--- src/rtl/lsu_sequencer_if.sv ---
// Bundle for the sequencer's request/response handshake and its memory beat port.
// The slave modport is the sequencer's view; master is the execute stage plus memory.
interface lsu_sequencer_if;
  logic        req_valid;
  logic        req_ready;
  logic        req_store;
  logic [2:0]  req_funct3;
  logic [31:0] req_addr;
  logic [31:0] req_wdata;

  logic        resp_valid;
  logic        resp_ready;
  logic [31:0] resp_rdata;
  logic        resp_err;

  logic        mem_req;
  logic        mem_we;
  logic [31:0] mem_addr;
  logic [31:0] mem_wdata;
  logic [3:0]  mem_mask;
  logic        mem_ack;
  logic [31:0] mem_rdata;

  modport slave (
    input  req_valid, req_store, req_funct3, req_addr, req_wdata,
    input  resp_ready, mem_ack, mem_rdata,
    output req_ready, resp_valid, resp_rdata, resp_err,
    output mem_req, mem_we, mem_addr, mem_wdata, mem_mask
  );

  modport master (
    output req_valid, req_store, req_funct3, req_addr, req_wdata,
    output resp_ready, mem_ack, mem_rdata,
    input  req_ready, resp_valid, resp_rdata, resp_err,
    input  mem_req, mem_we, mem_addr, mem_wdata, mem_mask
  );
endinterface

--- src/rtl/lsu_sequencer.sv ---
// Load/store sequencer: turns one RV32I load/store into one or two word-aligned
// memory beats and returns the merged, extended load result.
//
// state | meaning
// IDLE  | waiting for a request (req_ready = 1)
// ACC0  | first (or only) memory beat outstanding
// ACC1  | second beat of a word-crossing access outstanding
// RESP  | response held until resp_ready
module lsu_sequencer #(
  parameter int TIMEOUT = 255
) (
  input logic            clk,
  input logic            rst_n,
  lsu_sequencer_if.slave bus
);

  localparam logic [1:0] IDLE = 2'd0;
  localparam logic [1:0] ACC0 = 2'd1;
  localparam logic [1:0] ACC1 = 2'd2;
  localparam logic [1:0] RESP = 2'd3;

  localparam int CW = (TIMEOUT > 1) ? $clog2(TIMEOUT) : 1;
  localparam logic [CW-1:0] TMR_LOAD = CW'((TIMEOUT > 0) ? TIMEOUT - 1 : 0);

  logic [1:0]    state;
  logic [CW-1:0] tmr;
  logic          store_q;
  logic [2:0]    f3_q;
  logic [1:0]    off_q;
  logic          split_q;
  logic [3:0]    mask1_q;
  logic [31:0]   wdata1_q;
  logic [31:0]   beat0_q;

  logic [1:0]  off;
  logic        legal;
  logic [3:0]  base_mask;
  logic [7:0]  lanes;
  logic [63:0] wvec;
  logic [55:0] rvec;
  logic [31:0] rwin;
  logic        in_acc;
  logic        acked;
  logic        expired;
  logic        go_beat1;

  assign bus.req_ready = (state == IDLE);

  assign off = bus.req_addr[1:0];

  always_comb begin
    legal = 1'b0;
    if (bus.req_store) begin
      legal = (bus.req_funct3 == 3'b000) || (bus.req_funct3 == 3'b001) ||
              (bus.req_funct3 == 3'b010);
    end else begin
      legal = (bus.req_funct3 == 3'b000) || (bus.req_funct3 == 3'b001) ||
              (bus.req_funct3 == 3'b010) || (bus.req_funct3 == 3'b100) ||
              (bus.req_funct3 == 3'b101);
    end
  end

  always_comb begin
    base_mask = 4'b0000;
    case (bus.req_funct3[1:0])
      2'b00:   base_mask = 4'b0001;
      2'b01:   base_mask = 4'b0011;
      2'b10:   base_mask = 4'b1111;
      default: base_mask = 4'b0000;
    endcase
  end

  // Upper nibble of the lane vector is the beat-1 mask; nonzero means a split.
  assign lanes = {4'b0000, base_mask} << off;
  assign wvec  = {32'b0, bus.req_wdata} << {off, 3'b000};

  // Byte 7 of the merged pair can never be selected, so only 7 bytes are kept.
  assign rvec = (state == ACC1) ? {bus.mem_rdata[23:0], beat0_q}
                                : {24'b0, bus.mem_rdata};

  always_comb begin
    rwin = rvec[31:0];
    case (off_q)
      2'd0: rwin = rvec[31:0];
      2'd1: rwin = rvec[39:8];
      2'd2: rwin = rvec[47:16];
      2'd3: rwin = rvec[55:24];
      default: rwin = rvec[31:0];
    endcase
  end

  function automatic logic [31:0] extend(input logic [2:0] f3, input logic [31:0] v);
    case (f3)
      3'b000:  extend = {{24{v[7]}}, v[7:0]};
      3'b001:  extend = {{16{v[15]}}, v[15:0]};
      3'b100:  extend = {24'b0, v[7:0]};
      3'b101:  extend = {16'b0, v[15:0]};
      default: extend = v;
    endcase
  endfunction

  assign in_acc   = (state == ACC0) || (state == ACC1);
  assign acked    = in_acc && bus.mem_req && bus.mem_ack;
  assign expired  = in_acc && !acked && (TIMEOUT != 0) && (tmr == '0);
  assign go_beat1 = acked && (state == ACC0) && split_q;

  always_ff @(posedge clk or negedge rst_n) begin
    if (!rst_n) begin
      state          <= IDLE;
      tmr            <= '0;
      store_q        <= 1'b0;
      f3_q           <= 3'b000;
      off_q          <= 2'b00;
      split_q        <= 1'b0;
      mask1_q        <= 4'b0000;
      wdata1_q       <= 32'b0;
      beat0_q        <= 32'b0;
      bus.mem_req    <= 1'b0;
      bus.mem_we     <= 1'b0;
      bus.mem_addr   <= 32'b0;
      bus.mem_wdata  <= 32'b0;
      bus.mem_mask   <= 4'b0000;
      bus.resp_valid <= 1'b0;
      bus.resp_rdata <= 32'b0;
      bus.resp_err   <= 1'b0;
    end else begin
      case (state)
        IDLE: begin
          if (bus.req_valid) begin
            store_q  <= bus.req_store;
            f3_q     <= bus.req_funct3;
            off_q    <= off;
            split_q  <= |lanes[7:4];
            mask1_q  <= lanes[7:4];
            wdata1_q <= wvec[63:32];
            tmr      <= TMR_LOAD;
            if (!legal) begin
              state          <= RESP;
              bus.resp_valid <= 1'b1;
              bus.resp_err   <= 1'b1;
              bus.resp_rdata <= 32'b0;
            end else begin
              state         <= ACC0;
              bus.mem_req   <= 1'b1;
              bus.mem_we    <= bus.req_store;
              bus.mem_addr  <= {bus.req_addr[31:2], 2'b00};
              bus.mem_mask  <= lanes[3:0];
              bus.mem_wdata <= wvec[31:0];
            end
          end
        end
        RESP: begin
          if (bus.resp_ready) begin
            state          <= IDLE;
            bus.resp_valid <= 1'b0;
          end
        end
        default: begin
          if (acked && (state == ACC0)) beat0_q <= bus.mem_rdata;
          if (go_beat1) begin
            // mem_req stays high; the address wraps naturally at 2^32.
            state         <= ACC1;
            tmr           <= TMR_LOAD;
            bus.mem_addr  <= bus.mem_addr + 32'd4;
            bus.mem_mask  <= mask1_q;
            bus.mem_wdata <= wdata1_q;
          end else if (acked || expired) begin
            state          <= RESP;
            bus.mem_req    <= 1'b0;
            bus.mem_we     <= 1'b0;
            bus.mem_mask   <= 4'b0000;
            bus.resp_valid <= 1'b1;
            bus.resp_err   <= expired;
            bus.resp_rdata <= (expired || store_q) ? 32'b0 : extend(f3_q, rwin);
          end else begin
            tmr <= tmr - CW'(1);
          end
        end
      endcase
    end
  end

endmodule

--- src/flat_wrapper.sv ---
// flat-port wrapper written by rule: the top's interface ports become plain ports
module lsu_sequencer_flat 
#(
  parameter int TIMEOUT = 255
)
  (clk, rst_n, bus_req_valid, bus_req_store, bus_req_funct3, bus_req_addr, bus_req_wdata, bus_resp_ready, bus_mem_ack, bus_mem_rdata, bus_req_ready, bus_resp_valid, bus_resp_rdata, bus_resp_err, bus_mem_req, bus_mem_we, bus_mem_addr, bus_mem_wdata, bus_mem_mask);
  lsu_sequencer_if bus_i ();
  input logic clk;
  input logic rst_n;
  input wire logic [$bits(bus_i.req_valid)-1:0] bus_req_valid;
  input wire logic [$bits(bus_i.req_store)-1:0] bus_req_store;
  input wire logic [$bits(bus_i.req_funct3)-1:0] bus_req_funct3;
  input wire logic [$bits(bus_i.req_addr)-1:0] bus_req_addr;
  input wire logic [$bits(bus_i.req_wdata)-1:0] bus_req_wdata;
  input wire logic [$bits(bus_i.resp_ready)-1:0] bus_resp_ready;
  input wire logic [$bits(bus_i.mem_ack)-1:0] bus_mem_ack;
  input wire logic [$bits(bus_i.mem_rdata)-1:0] bus_mem_rdata;
  output wire logic [$bits(bus_i.req_ready)-1:0] bus_req_ready;
  output wire logic [$bits(bus_i.resp_valid)-1:0] bus_resp_valid;
  output wire logic [$bits(bus_i.resp_rdata)-1:0] bus_resp_rdata;
  output wire logic [$bits(bus_i.resp_err)-1:0] bus_resp_err;
  output wire logic [$bits(bus_i.mem_req)-1:0] bus_mem_req;
  output wire logic [$bits(bus_i.mem_we)-1:0] bus_mem_we;
  output wire logic [$bits(bus_i.mem_addr)-1:0] bus_mem_addr;
  output wire logic [$bits(bus_i.mem_wdata)-1:0] bus_mem_wdata;
  output wire logic [$bits(bus_i.mem_mask)-1:0] bus_mem_mask;
  assign bus_i.req_valid = bus_req_valid;
  assign bus_i.req_store = bus_req_store;
  assign bus_i.req_funct3 = bus_req_funct3;
  assign bus_i.req_addr = bus_req_addr;
  assign bus_i.req_wdata = bus_req_wdata;
  assign bus_i.resp_ready = bus_resp_ready;
  assign bus_i.mem_ack = bus_mem_ack;
  assign bus_i.mem_rdata = bus_mem_rdata;
  assign bus_req_ready = bus_i.req_ready;
  assign bus_resp_valid = bus_i.resp_valid;
  assign bus_resp_rdata = bus_i.resp_rdata;
  assign bus_resp_err = bus_i.resp_err;
  assign bus_mem_req = bus_i.mem_req;
  assign bus_mem_we = bus_i.mem_we;
  assign bus_mem_addr = bus_i.mem_addr;
  assign bus_mem_wdata = bus_i.mem_wdata;
  assign bus_mem_mask = bus_i.mem_mask;
  lsu_sequencer #(.TIMEOUT(TIMEOUT)) u_core (.clk(clk), .rst_n(rst_n), .bus(bus_i));
endmodule
--- config.mk ---
export PLATFORM = sky130hd
export DESIGN_NAME = lsu_sequencer_flat
export DESIGN_NICKNAME = d
export VERILOG_FILES = /design/src/rtl/lsu_sequencer_if.sv /design/src/rtl/lsu_sequencer.sv /design/src/flat_wrapper.sv
export SDC_FILE = /design/constraint.sdc
export NUM_CORES = 1
export LEC_CHECK = 0
export CORE_ASPECT_RATIO = 1.4
export CORE_MARGIN = 2
export CORE_UTILIZATION = 54
export CTS_CLUSTER_SIZE = 30
export DETAILED_ROUTE_END_ITERATION = 16
export GPL_ROUTABILITY_DRIVEN = 0
export PLACE_DENSITY = 0.84
export SYNTH_ARGS = -nofsm -noshare
export SYNTH_HDL_FRONTEND = slang
export SYNTH_SLANG_ARGS = --single-unit
--- constraint.sdc ---
create_clock -name clk -period 6.4 [get_ports clk]
set_input_delay 1.92 -clock clk [delete_from_list [all_inputs] [get_ports clk]]
set_output_delay 1.92 -clock clk [all_outputs]
set_load 0.02 [all_outputs]
==> metrics.cfg <==
[yosys]
synth-simple-area-share_pct=16.2
yosys.cell_types.count=74
yosysSeqAreaShare_pct=43.9
synth_cells=1043
synthAdderAreaFrac_pct=1.60
ys.flop_type=dfrtp_1
synth-seq-cells=178
synth-compound-area-share_pct=20.8
ys_async_sr_fraction_pct=100
synth_mux_area_share_pct=13.0
synth_area_um2=10100
synth_edf_count=0
syn_area_per_cell_um2=9.73
synth_top_family_by_area=compound AO/OA/AOI/OAI gates
synth-warning-count=0
synth_xor_area_share_pct=0.345

[critical_path]
worstPathCellList=clkdlybuf4s50_1 -> nand3_2 -> o32ai_2 -> nand2_2 -> buf_4 -> buf_4 -> o31ai_1
crit_buf_inv=3
path_class=input port to flop
critPathSlowestCell=o32ai_2
worstPathArrival_ps=5250
critPathMaxStageDelay_ps=930
cpMostUsedCell=buf_4
worstPathMaxFanout=47
r2r_setup_slack_ps=2360
worstPathRequired_ps=6740
crit_path_end_kind=flop
crit_family=compound AO/OA/AOI/OAI gates
crit_path_start_kind=input port

[sta]
relSlewSlack_pct=18.0
finalSetupViolCount=0
hold_viol_final=0
fmax_mhz=204
fin_crit_sh_pct=76.6
worstMarginPinSlew_ps=1230
rsz0062_at_grt=false
min_period_ps=4900
fin_setup_tns_ps=0
slew_violations=0
fin_skew_ps=9.25

[clock_network]
cts_hold_buffers=0
cts.reportedPaths.clkPinSlew_ps=70
ctsResizeCount=0
ctsRootBufferMaster=clkbuf_16
cts.sinks=178
cts_buffers=17
clock_tree.buffer_depth=2
clock_latency_ps=440
h-tree-depth=4
post-cts-setup-buffers=0
tritoncts=yes

[global_route]
grt_remaining_overflow=0
first_global_vias=9309
grt_usage_pct=30.6
grt_pass1_wl_um=48700
grt_max_degree=96
antenna_found_initial=0

[floorplan]
dieWidth_um=120
ios=210
dieArea_um2=19900
initial_core_util_pct=54.8
core_area_um2=18500
num_rows=59
die_height_um=166

[power_and_ir_drop]
peakVddDrop_uv=263
p_leak_nw=5.38
p_total_mw=5.93
power_density_nw_per_um2=460

[route]
wl_per_cell_um=20.8
ant_nets=0
totalWireLength_um=30500
vias=9469
drt-initial-drc-count=787
drtPass1Iterations=5
vias_per_cell=6.46
route.detailed.drc=0

[final_layout]
antenna_cells=0
fin_nets=1327
syn2layout_area_growth_pct=27.2
drive_gt1_share_pct=10.6
fin_util_pct=69.7

[run_status]
status=finished, final reports clean

[flow_run]
max-cap-violations=0

[placement]
dpl.hpwl_um=20900
portBuffers=207

[min_path]
hp-class=flop to flop

-- through the flow --
stage / setup WS (ps) / hold slack [ps] / instance area (um^2) / cells
finish: 1500 / 486 / 12900 / 1466
global route: 1250 / 516 / 12900 / 1466
CTS: 1560 / 486 / 12900 / 1466
detailed placement: 1120 / 468 / 12300 / 1434
global placement: 1240 / 460 / 12300 / 1434
floorplan: 2870 / 450 / 10100 / 1044
-- path summary, 6_finish.rpt --
| kind | cells after the start | endpoint | start |
|---|---|---|---|
| worst max-delay path | 7 | u_core.bus.mem_wdata[21]$_DFFE_PN0P_ | bus_mem_ack |
| worst min-delay path | 2 | u_core.wdata1_q[0]$_DFFE_PN0P_ | u_core.wdata1_q[0]$_DFFE_PN0P_ |
| worst max register to register | 9 | u_core.bus.mem_wdata[21]$_DFFE_PN0P_ | u_core.state[1]$_DFFE_PN0P_ |
| worst min register to register | 2 | u_core.wdata1_q[0]$_DFFE_PN0P_ | u_core.wdata1_q[0]$_DFFE_PN0P_ |
| max in group asynchronous | 2 | u_core.off_q[0]$_DFFE_PN0P_ | rst_n |
| min in group asynchronous | 1 | u_core.bus.resp_rdata[2]$_DFFE_PN0P_ | rst_n |
-- final cells by class --
cell class / count / area, um^2
tap: 244 / 305
fill: 1389 / 5620
timing repair buffer: 224 / 2210
multi-input combinational: 767 / 5290
inverter: 21 / 78.8
clock inverter: 13 / 130
clock buffer: 19 / 433
sequential: 178 / 4460
-- cells by family (layout without fill, tap and decap cells) --
family	Yosys count	count (layout)
simple gates	337	337
compound gates	296	296
flops	178	178
mux	115	115
buf+inv	99	277
fa+ha+maj	13	13
xor+xnor	4	4
other cells	1	2
-- per-layer routing --
| metal | vias to the layer above | wire length [um] | global-route usage [%] |
|---|---|---|---|
| met2 | 531 | 15100 | 49.8 |
| met4 | 0 | 1050 | 13.2 |
| li1 | 4259 | - | - |
| met1 | 4607 | 11800 | 39.7 |
| met5 | - | 0 | 0 |
| met3 | 72 | 2500 | 6.15 |
-- placed cells by master (no fill, tap or decap), drive strengths merged, types with 23 or more instances in the layout --
cell type and count:
nand2 108, o21ai 63, nor2 69, inv 23
clkdlybuf4s50 206, mux2i 49, a21oi 44, nand3 41
a22oi 25, dfrtp 178, o22ai 23, mux2 58
-- registers in the layout, indices dropped and copies added, names as in the netlist --
| register | count |
|---|---|
| u_core.f3_q | 3 |
| u_core.store_q | 1 |
| u_core.off_q | 2 |
| u_core.bus.resp_valid | 1 |
| u_core.beat0_q | 32 |
| u_core.bus.mem_req | 1 |
| u_core.bus.mem_mask | 4 |
| u_core.mask1_q | 3 |
| u_core.bus.mem_addr | 30 |
| u_core.split_q | 1 |
| u_core.tmr | 8 |
| u_core.state | 2 |
| u_core.bus.mem_we | 1 |
| u_core.wdata1_q | 24 |
| u_core.bus.resp_rdata | 32 |
| u_core.bus.mem_wdata | 32 |
| u_core.bus.resp_err | 1 |
-- report_power, final --
part           leakage, nW  internal (mW)  switching, mW  total (mW)
logic                 2.88           1.28           1.72        3.00
registers             2.23           1.56          0.364        1.92
clock network        0.271          0.543          0.472        1.02
total                 5.38           3.38           2.55        5.93
-- worst register-to-register path, cell delays in order (launching register included) --
cell and delay, ps:
dfrtp_1 420, inv_1 90, ha_2 170, buf_4 290, or2_2 400, o32ai_2 840
nand2_2 810, buf_4 490, buf_4 180, o31ai_1 260
-- cells in the mapped netlist (all sizes together) (12+ instances only) --
library cell,number,area share [%]
a21oi,44,2.2
a221o,12,1.2
a221oi,19,1.6
a22o,12,1.0
a22oi,25,1.9
and3,15,0.93
buf,31,1.5
clkbuf,47,1.7
dfrtp,178,44
ha,13,1.6
inv,20,0.74
mux2,58,6.4
mux2i,49,4.8
nand2,108,4.0
nand3,41,2.1
nand4,18,1.1
nor2,69,2.6
nor2b,12,0.74
nor3,15,0.74
nor4,13,0.86
o211ai,13,1.1
o21a,12,0.89
o21ai,63,3.1
o22ai,23,1.4
o31ai,16,1.3
or4,12,0.94
No activity file was read; power rests on OpenSTA's default activity.
==> RTL change 1 (same settings) <==
`TIMEOUT` is set to 255 in 2 places; all go to 510.
--- a/src/rtl/lsu_sequencer.sv
+++ b/src/rtl/lsu_sequencer.sv
@@ -7,7 +7,7 @@
 // ACC1  | second beat of a word-crossing access outstanding
 // RESP  | response held until resp_ready
 module lsu_sequencer #(
-  parameter int TIMEOUT = 255
+  parameter int TIMEOUT = 510
 ) (
   input logic            clk,
   input logic            rst_n,
--- a/src/flat_wrapper.sv
+++ b/src/flat_wrapper.sv
@@ -1,7 +1,7 @@
 // flat-port wrapper written by rule: the top's interface ports become plain ports
 module lsu_sequencer_flat 
 #(
-  parameter int TIMEOUT = 255
+  parameter int TIMEOUT = 510
 )
   (clk, rst_n, bus_req_valid, bus_req_store, bus_req_funct3, bus_req_addr, bus_req_wdata, bus_resp_ready, bus_mem_ack, bus_mem_rdata, bus_req_ready, bus_resp_valid, bus_resp_rdata, bus_resp_err, bus_mem_req, bus_mem_we, bus_mem_addr, bus_mem_wdata, bus_mem_mask);
   lsu_sequencer_if bus_i ();
Formal check against the unedited RTL: no difference found for any inputs over 4 cycles, from zero or initial values and one cycle with rst_n low; that may be too few to reach the edited logic, so the function may still have changed.
==> RTL change 1 against the original RTL <==
Sequential cell count is 1 higher; routed wire length is 0.33% higher; final area hardly changed; combinational power is 5% higher; clock skew is 2.5 ps higher; global-route usage is 0.84 points higher; count of clock-buffer cells in the layout is 1 lower; via count is 1.7% higher; setup slack better by 420 ps; hold slack worse by 7.9 ps; core utilization hardly changed; area after synthesis is 0.20% higher; register-to-register slack better by 330 ps; total power is 4.7% higher.
==> RTL change 1: results (changes against the original RTL) <==
buffering overhead=17.1% (-0.092 points); largest net degree at the start of global routing=107 (+11%); reg2reg path depth=10 (+1); Synth Area in Compound Gates=22.3% (+1.5 points); Seq group=2.00 mW (+4%); Setup Skew=11.8 ps (+2.53 ps); Via-to-Cell Ratio=6.33 (-2.0%); dpl cells=1488 (+3.8%); fraction of area in multi-input gates=40.3% (-0.67 points); hold path endpoint=u_core.beat0_q[0]; Pleak=5.42 nW (+0.76%); maximum vdd ir drop=0.265 mV (+0.74%); Final nets=1380 (+4.0%); top post-synthesis cells by area=dfrtp_1, nand2_1, mux2i_1; Post-DP Area=12300 um^2 (-0.38%); Reg-to-Reg Start=u_core.state[0]; multi-input gate count=811 (+5.7%); clock distribution area overhead in the final layout=4.63% (+0.27 points); flop2flop setup slack=2690 ps (+330 ps); Final HPWL DP=20900 um (-0.12%); Clock Buffer Count=18 (-1); Synth Area in XOR/XNOR=0.258% (-0.087 points); Min Hold Slack=478 ps (-7.88 ps); Net Switching=2.73 mW (+7.1%); outcome=completed; Hold Crit Start=u_core.beat0_q[0]; Seq/Total Area, Yosys=44.1% (+0.16 points); fillers=1439 (+3.6%); Worst R2R End=u_core.bus.mem_wdata[9]; 1st-iter DRT viols=1023 (+30%); CP Max Fanout=52 (+11%); FF/Latch Area=4480 um^2 (+0.56%); adder-cell share of the synthesized area=1.48% (-0.13 points); Layout area overhead=27.0%; Worst setup endpoint=u_core.bus.mem_wdata[9]; Critical Path RT=6790 ps (+50 ps); Worst Path Arrival=4870 ps (-380 ps); first-pass GRT wire length=49900 um (+2.4%); Antenna Cells=1 (+1); drt wl/cell=20.1 um (-3.3%)
-- RTL change 1: cell count changes after synthesis, sizes merged, moves of 9 or more --
cell	before	now
a22o	12	41
a22oi	25	12
nor2	69	97
clkbuf	47	57
nand2	108	184
mux2	58	31
nand3	41	25
or4	12	2
o2bb2ai	0	9
-- RTL change 1: worst max-delay path: stages --
cell             delay, ps
clkdlybuf4s50_1        530
inv_1                  100
ha_1                   190
o2bb2ai_1              160
and3_1                 450
or3_2                  840
buf_4                  390
a221o_1                160
o21a_1                 110
-- RTL change 1: per-layer routing --
metal | up-vias | global-route usage (%) | share of wire [%]
li1 | 4349 | - | -
met1 | 4638 | 38.6 | 37
met2 | 541 | 52.3 | 50
met3 | 102 | 5.91 | 7.8
met4 | 0 | 16.7 | 5.3
met5 | - | 0 | 0
==> RTL change 2 (same settings) <==
Made on the original files. Make the reset (`rst_n`) synchronous in one clocked block.
--- a/src/rtl/lsu_sequencer.sv
+++ b/src/rtl/lsu_sequencer.sv
@@ -104,7 +104,7 @@
   assign expired  = in_acc && !acked && (TIMEOUT != 0) && (tmr == '0);
   assign go_beat1 = acked && (state == ACC0) && split_q;
 
-  always_ff @(posedge clk or negedge rst_n) begin
+  always_ff @(posedge clk) begin
     if (!rst_n) begin
       state          <= IDLE;
       tmr            <= '0;
Behaviour: differs if rst_n is asserted again (counterexample within 4 cycles, from zero or initial values and one cycle with rst_n low); with rst_n held inactive, the same outputs for 4 cycles.
==> RTL change 2 against the original RTL <==
Sequential power is 21% lower; total power is 19% lower; area after synthesis is 5.0% lower; core utilization is 1.2 points higher; clock skew is 0.60 ps higher; sequential cell count stayed put; register-to-register slack better by 120 ps; first-iteration DRC count is 54% higher; setup slack better by 410 ps; final area is 4.5% lower; routed wire length is 2.2% higher; synthesized cell count is 10% higher; largest cell class unchanged.
==> RTL change 2: results (changes against the original RTL) <==
H-Tree Depth=4 (unchanged); Gate power share=45.1% (-5.4 points); Rel. slew slack=16.7% (-1.3 points); Final nets=1411 (+6.3%); Pwr Density=389 nW/um^2 (-15%); post-cts gate resize count=0 (unchanged); most frequent cells after synthesis=dfxtp_1, nand2_1, a21oi_1, nor2_1, clkbuf_1; Seq group=1.52 mW (-21%); DR vias=10100 (+6.3%); Clk Latency, worst-skew pair=440 ps (about the same); Seq/Total Area, Yosys=37.0% (-6.9 points); Final HPWL DP=20900 um (-0.17%); GRT Total Usage=32.4% (+1.8 points); Worst Path Arrival=4830 ps (-420 ps); drt wl/cell=20.2 um (-2.8%); Async S/R FF share, synth=0% (-100 points); Pint=2.79 mW (-18%); Pleak=4.48 nW (-17%); outcome=completed; Min Hold Slack=454 ps (-31.1 ps); Largest regs=u_core.beat0_q (32), u_core.bus.mem_wdata (32), u_core.bus.resp_rdata (32); largest net degree at the start of global routing=70 (-27%); Final Cycle Share=70.2% (-6.4 points); layout cell share with drive strength beyond 1=8.81% (-1.8 points); vias in the first global route=9370 (+0.66%); Setup Skew=9.86 ps (+0.601 ps); DR pass1 iterations=8 (+3); post-CTS setup buffer count=0 (unchanged); maximum vdd ir drop=0.239 mV (-9.1%); first-pass GRT wire length=48500 um (-0.44%); flop2flop setup slack=2480 ps (+120 ps); 1st-iter DRT viols=1214 (+54%); top post-synthesis cells by area=dfxtp_1, nand2_1, a21oi_1; Post-synth top flop=dfxtp_1; Netlist cell types=78 (+5.4%); Setup Slack @ Placement=1560 ps (+441 ps); Reg clk slew, reported paths=70 ps (about the same); CP Max Fanout=35 (-26%)
RTL change 2: area by class of cell:
class                      count  area [um^2]
multi-input combinational    859         5610
fill                        1415         5080
sequential                   178         3570
timing repair buffer         221         2170
clock buffer                  19          443
tap                          236          295
clock inverter                12          174
inverter                      16         61.3
RTL change 2: layer usage:
layer  vias to the layer above  GRT usage [%]  part of all wire (%)
met5                         -              0                     0
met1                      4730           41.4                    38
met3                       113           5.86                   9.7
met2                       665           51.4                    47
met4                         0           17.9                   5.0
li1                       4559              -                     -
RTL change 2: final timing paths:
check                           cells past startpoint               start                         to
worst max-delay path                                9   bus_req_funct3[0]   u_core.bus.mem_wdata[13]
worst min-delay path                                2  u_core.beat0_q[27]         u_core.beat0_q[27]
worst max register to register                      8     u_core.state[0]  u_core.bus.resp_rdata[27]
worst min register to register                      2  u_core.beat0_q[27]         u_core.beat0_q[27]
RTL change 2: per-stage QoR:
| step | instance area, um^2 | instances |
|---|---|---|
| after floorplan | 9640 | 1149 |
| after global routing | 12300 | 1541 |
| after CTS | 12300 | 1541 |
| after global placement | 11700 | 1510 |
| final | 12300 | 1541 |
| after detailed placement | 11700 | 1510 |
RTL change 2: cell families (layout without fill, tap and decap cells):
group / after synthesis / count (layout) / share of synthesized area [%]
other cells: 1 / 2 / 0.0389
simple gates: 411 / 411 / 20.1
xor+xnor: 1 / 1 / 0.0909
compound gates: 349 / 349 / 26.1
buf+inv: 112 / 268 / 4.89
mux: 83 / 83 / 10.1
fa+ha+maj: 13 / 13 / 1.69
flops: 178 / 178 / 37.0
RTL change 2: critical path: stages:
cell and delay, ps:
clkdlybuf4s50_1 530, inv_1 150, ha_1 160, nand2b_1 110, a31oi_1 530, nand2_2 550
buf_4 440, a221o_1 310, o211a_1 120
